===== config.mk =====
export PLATFORM = sky130hd
export DESIGN_NAME = gba_scan_scheduler
export DESIGN_NICKNAME = d
export VERILOG_FILES = /design/src/rtl/gba_scan_scheduler.sv
export SDC_FILE = /design/constraint.sdc
export NUM_CORES = 1
export LEC_CHECK = 0
export ABC_AREA = 1
export CORE_ASPECT_RATIO = 1.25
export CORE_MARGIN = 3
export CORE_UTILIZATION = 32
export CTS_CLUSTER_SIZE = 24
export DETAILED_ROUTE_END_ITERATION = 16
export GPL_TIMING_DRIVEN = 0
export PLACE_DENSITY_LB_ADDON = 0.25
export SLEW_MARGIN = 20
export SYNTH_ARGS = -nofsm -noshare
export SYNTH_HDL_FRONTEND = slang
export SYNTH_SLANG_ARGS = --single-unit

===== constraint.sdc =====
create_clock -name pxlClk -period 3 [get_ports pxlClk]
set_input_delay 0.45 -clock pxlClk [delete_from_list [all_inputs] [get_ports pxlClk]]
set_output_delay 0.45 -clock pxlClk [all_outputs]
set_load 0.02 [all_outputs]

===== src/rtl/gba_scan_scheduler.sv =====
// gba_scan_scheduler
// Schedules line-cache readout for the GBA upscaler from the HDMI raster
// position. Produces the GBA window flag, the source pixel index (led by
// READ_LEAD cycles to cover cache/pipeline latency), horizontal/vertical
// sub-pixel phases, the pixel-grid strobe and the line-cache strobes. HDMI
// output is held off until the first GBA frame has been captured.
//
// Ports
//   pxlClk, rst          pixel clock, synchronous active-high reset
//   cx, cy               HDMI raster position
//   frameWidth/Height    total raster size (line end / frame end detection)
//   newFrameIn           pulse: a GBA frame has been captured (starts HDMI)
//   sameLine             source line repeats; suppresses nextLine only
//   enableHdmi           HDMI core run enable
//   drawGBA              output pixel lies inside the GBA window
//   curPxl, xsel         source pixel index and horizontal phase
//   ysel, lineIdx        vertical phase and current source line
//   gridAct              pixel-grid line strobe
//   nextLine/cacheUpdate line-cache strobes
//   frameDone            pulse at the last raster pixel
//   fsmState             debug view of the FSM (0 = IDLE, 1 = RUN)
//
// Handshake: nextLine, cacheUpdate and frameDone are fire-and-forget strobes,
// exactly one cycle wide and at most once per raster line; consumers must act
// on the cycle they are high, there is no ready/back-pressure path.
// Every output is registered, one cycle after the cx/cy that caused it.

module gba_scan_scheduler #(
  parameter int SCALE     = 4,
  parameter int FRAME_W   = 1280,
  parameter int FRAME_H   = 720,
  parameter int SRC_W     = 240,
  parameter int SRC_H     = 160,
  parameter int READ_LEAD = 3
) (
  input  logic        pxlClk,
  input  logic        rst,
  input  logic [11:0] cx,
  input  logic [10:0] cy,
  input  logic [11:0] frameWidth,
  input  logic [10:0] frameHeight,
  input  logic        newFrameIn,
  input  logic        sameLine,
  output logic        enableHdmi,
  output logic        drawGBA,
  output logic [7:0]  curPxl,
  output logic [2:0]  xsel,
  output logic [2:0]  ysel,
  output logic        gridAct,
  output logic        nextLine,
  output logic        cacheUpdate,
  output logic [7:0]  lineIdx,
  output logic        frameDone,
  output logic        fsmState
);

  localparam int XSTART = (FRAME_W - SCALE * SRC_W) / 2;
  localparam int XSTOP  = XSTART + SCALE * SRC_W;
  localparam int YSTART = (FRAME_H - SCALE * SRC_H) / 2;
  localparam int YSTOP  = YSTART + SCALE * SRC_H;

  localparam logic [11:0] XSTART_C = 12'(XSTART);
  localparam logic [11:0] XSTOP_C  = 12'(XSTOP);
  // Read window is the GBA window shifted early by READ_LEAD: k in (0, SCALE*SRC_W]
  localparam logic [11:0] RD_LO_C  = 12'(XSTART - READ_LEAD);
  localparam logic [11:0] RD_HI_C  = 12'(XSTART - READ_LEAD + SCALE * SRC_W);
  localparam logic [10:0] YSTART_C = 11'(YSTART);
  localparam logic [10:0] YSTOP_C  = 11'(YSTOP);
  localparam logic [2:0]  SC_LAST  = 3'(SCALE - 1);
  localparam logic [7:0]  PX_LAST  = 8'(SRC_W - 1);
  localparam logic [7:0]  LN_LAST  = 8'(SRC_H - 1);

  typedef enum logic {IDLE = 1'b0, RUN = 1'b1} state_t;

  state_t      state_q, state_d;
  logic        enable_q, enable_d;
  logic        draw_q, draw_d;
  logic [7:0]  cur_q, cur_d;
  logic [2:0]  xsel_q, xsel_d;
  logic [2:0]  ysel_q, ysel_d;
  logic [2:0]  gridx_q, gridx_d;
  logic        grid_q, grid_d;
  logic        nl_q, nl_d;
  logic        cu_q, cu_d;
  logic [7:0]  line_q, line_d;
  logic        fd_q, fd_d;

  logic in_x, in_y, in_rd, line_end, frame_end;

  assign in_x      = (cx >= XSTART_C) && (cx < XSTOP_C);
  assign in_y      = (cy >= YSTART_C) && (cy < YSTOP_C);
  assign in_rd     = (cx > RD_LO_C) && (cx <= RD_HI_C);
  assign line_end  = (cx == frameWidth - 12'd1);
  assign frame_end = line_end && (cy == frameHeight - 11'd1);

  always_comb begin
    // Zero defaults double as the IDLE behaviour: counters and strobes held at 0.
    state_d  = state_q;
    draw_d   = 1'b0;
    cur_d    = 8'd0;
    xsel_d   = 3'd0;
    ysel_d   = 3'd0;
    gridx_d  = 3'd0;
    grid_d   = 1'b0;
    nl_d     = 1'b0;
    cu_d     = 1'b0;
    line_d   = 8'd0;
    fd_d     = 1'b0;

    case (state_q)
      IDLE:    if (newFrameIn) state_d = RUN;
      RUN:     state_d = RUN;
      default: state_d = IDLE;
    endcase

    enable_d = (state_d == RUN);

    if (state_q == RUN) begin
      draw_d = in_x && in_y;

      if (in_rd) begin
        if (xsel_q == SC_LAST) begin
          xsel_d = 3'd0;
          cur_d  = (cur_q == PX_LAST) ? cur_q : cur_q + 8'd1;
        end else begin
          xsel_d = xsel_q + 3'd1;
          cur_d  = cur_q;
        end
      end

      gridx_d = ((cx == XSTART_C) || (gridx_q == SC_LAST)) ? 3'd0 : gridx_q + 3'd1;

      ysel_d = ysel_q;
      line_d = line_q;
      if (line_end) begin
        // Frame end wins over the phase wrap so each frame starts at line 0.
        if (frame_end) begin
          ysel_d = 3'd0;
          line_d = 8'd0;
        end else if (ysel_q == SC_LAST) begin
          ysel_d = 3'd0;
          if (in_y && (line_q < LN_LAST)) line_d = line_q + 8'd1;
        end else if (cy >= YSTART_C) begin
          ysel_d = ysel_q + 3'd1;
        end
      end

      grid_d = (gridx_d == 3'd0) || (ysel_q == 3'd0);
      nl_d   = (cx == XSTOP_C) && !sameLine && in_y && (ysel_q == SC_LAST);
      cu_d   = (cx == XSTOP_C);
      fd_d   = frame_end;
    end
  end

  always_ff @(posedge pxlClk) begin
    if (rst) begin
      state_q  <= IDLE;
      enable_q <= 1'b0;
      draw_q   <= 1'b0;
      cur_q    <= 8'd0;
      xsel_q   <= 3'd0;
      ysel_q   <= 3'd0;
      gridx_q  <= 3'd0;
      grid_q   <= 1'b0;
      nl_q     <= 1'b0;
      cu_q     <= 1'b0;
      line_q   <= 8'd0;
      fd_q     <= 1'b0;
    end else begin
      state_q  <= state_d;
      enable_q <= enable_d;
      draw_q   <= draw_d;
      cur_q    <= cur_d;
      xsel_q   <= xsel_d;
      ysel_q   <= ysel_d;
      gridx_q  <= gridx_d;
      grid_q   <= grid_d;
      nl_q     <= nl_d;
      cu_q     <= cu_d;
      line_q   <= line_d;
      fd_q     <= fd_d;
    end
  end

  assign enableHdmi  = enable_q;
  assign drawGBA     = draw_q;
  assign curPxl      = cur_q;
  assign xsel        = xsel_q;
  assign ysel        = ysel_q;
  assign gridAct     = grid_q;
  assign nextLine    = nl_q;
  assign cacheUpdate = cu_q;
  assign lineIdx     = line_q;
  assign frameDone   = fd_q;
  assign fsmState    = state_q;

endmodule


==> reports/metrics.yaml <==
outcome: "finished clean"
total_power_uw: 1030
fin_crit_ns: 2.67
final_common_cell: "nand2_1"
num_io_pins: 79
layout-drive-gt1-share_pct: 5.21
grt_overflow: 0
placed_area_um2: 3560
cts_tree: "built"
setup_viol: 0
regArea_um2: 621
swShare_pct: 27.8
ys_ff_latch: 31
max_freq_ghz: 0.374
relSlewSlack_pct: 72.8
start_util_pct: 33.5
clk_pin_slew_ns: 0.06
grt_max_degree: 11
numCtsBuffers: 5
fin_skew_ns: 0.00364
std_cell_rows: 36
gp_congestion: 0.859
antennaDiodeCount: 0
area_growth_pct: 37.0
worst-endpoint-arrival_ns: 2.85
final_area_um2: 3660
final_hold_viol_count: 0
cts-hold-fix-buffers: 0
cts_resized: 0
grt_pass1_wl_um: 11500
min_path_type: "reg -> reg"
intPower_uw: 746
clk_path_buf_depth: 2
die_x_um: 87.7
antenna_found_initial: 0
grt_pass1_vias: 2755
power_density_nw_per_um2: 282
syn_inst: 452
routed_via_density: 4.69
worst_pin_slew_ns: 0.407
finalSetupTns_ns: 0
clk_latency_ns: 0.28
yosys_warnings: 0
dieArea_um2: 9490
mostFrequentLayoutCells: "nand2_1 (114), clkdlybuf4s50_1 (77), inv_1 (76)"
rsz0062_at_grt: "no"
dp_cells: 624
htree_levels: 2
cp.required_ns: 3.17
coreArea_um2: 7970
drv_slew: 0
avgSynthCellArea_um2: 5.91
place.port_buffers: 77
postCtsSetupBuffers: 0
clkPwrFrac_pct: 34.8
dp_hpwl_um: 5650
ir_worst_vdd_mv: 0.124
final_cells: 632
multi_input_area_um2: 1750
antenna_left: 0
p_leak_uw: 0.00164
critPathLaunchType: "input port"
fin_crit_sh_pct: 89.1
max_cap_violations: 0
synth_nets: 512
track_usage_pct: 14.5
via_count: 2962
fillers: 866
final_util_pct: 45.9
sequentialPowerShare_pct: 40.4
cp_max_fo: 10
die-height_um: 108
wire_per_inst_um: 10.5
wl_um: 6620
switchingPower_uw: 287
syn_area_um2: 2670
yosys-top-cells-area: "dfxtp_1 (23%), nand2_1 (16%), inv_1 (11%), nor2_1 (11%), nand3_1 (7.5%)"
numClockSinks: 31
cp-end-kind: "flip-flop"
power_frac_comb_pct: 24.9
synth.top_cell.area_share_pct: 23.2
drc_errors: 0
layout.nets: 596
drt_iter0_drc: 96
firstDrtPassIters: 4
ys_types: 34
synth_top_area_cell: "dfxtp_1"
ctsRootBufferMaster: "clkbuf_8"
yosysSeqAreaShare_pct: 23.2
critical_path_class: "in -> reg"
-- state kept, by name (all words and copies together), names as in the netlist --
signal       cells
lineIdx          8
ysel             3
enableHdmi       1
drawGBA          1
gridx_q          3
cacheUpdate      1
nextLine         1
curPxl           8
gridAct          1
frameDone        1
xsel             3
-- path summary, 6_finish.rpt --
| kind | startpoint | endpoint | slack (ns) | depth (start not counted) |
|---|---|---|---|---|
| worst max register to register | lineIdx[0] | lineIdx[6] | 1.30 | 11 |
| worst min register to register | xsel[0] | xsel[0] | 0.45 | 1 |
| worst max-delay path | frameWidth[0] | lineIdx[6] | 0.33 | 16 |
| worst min-delay path | xsel[0] | xsel[0] | 0.45 | 1 |
-- cells in the mapped netlist (all sizes together) --
cell type and count:
inv 77, nor2 85, a21oi 14, o211ai 1, nor3b 1, nand2 121
and2 1, o21bai 1, nand3 40, and3 1, xnor2 6, buf 2
a311oi 1, o2111ai 1, o21ai 10, xor2 12, a31oi 3, dfxtp 31
o21a 1, nor4 2, ha 10, or2 2, nor3 10, xnor3 1
nand4 12, nand3b 6
-- per-layer routing --
metal  vias to the layer above  part of all wire, %  track usage, %
met2                        69                   50            26.6
met4                         0                  1.4            4.28
met1                      1292                   45            17.1
met3                        11                  4.3            2.29
met5                         -                    0               0
li1                       1590                    -               -
-- critical path, cell delays in order --
cell             delay (ns)
clkdlybuf4s50_1        0.50
inv_1                  0.14
ha_1                   0.35
nor2_1                 0.07
inv_1                  0.05
nand2_1                0.04
nor2_1                 0.14
nand3_1                0.10
nor2_1                 0.12
nand3_1                0.09
nor2_1                 0.18
nand4_1                0.22
nand2_4                0.19
nand2_4                0.06
nor2_1                 0.09
nor2_1                 0.05
-- cell families after synthesis --
family                   count (synthesis)  synth area share (%)
adder cells (fa/ha/maj)                 10                  4.68
buffers and inverters                   79                  11.3
AO/OA/AOI/OAI                           32                  6.70
AND/OR/NAND/NOR                        281                  47.4
flip-flops                              31                  23.2
XOR/XNOR                                19                  6.74
-- final cells by class --
cell class                      instances  area share (%)
Clock buffer                            8            2.73
Buffer                                  2           0.342
Sequential cell                        31            16.9
Tap cell                               95            3.25
Multi-Input combinational cell        342            47.8
Inverter                               77            7.89
Timing Repair Buffer                   77            21.0
-- metrics by stage --
stage	setup WS [ns]	hold slack (ns)
after floorplan	0.957	0.430
after global routing	0.127	0.482
final	0.328	0.447
after detailed placement	0.0577	0.439
after CTS	0.341	0.454
after global placement	0.0751	0.429
-- power by group through the flow --
stage / clock [µW] / sequential, µW / combinational (µW)
finish: 359 / 417 / 257
global route: 391 / 418 / 292
CTS: 372 / 417 / 258
detailed placement: 0 / 427 / 258
global placement: 0 / 427 / 253
floorplan: 0 / 429 / 139
(Power assumes the default switching activity.)
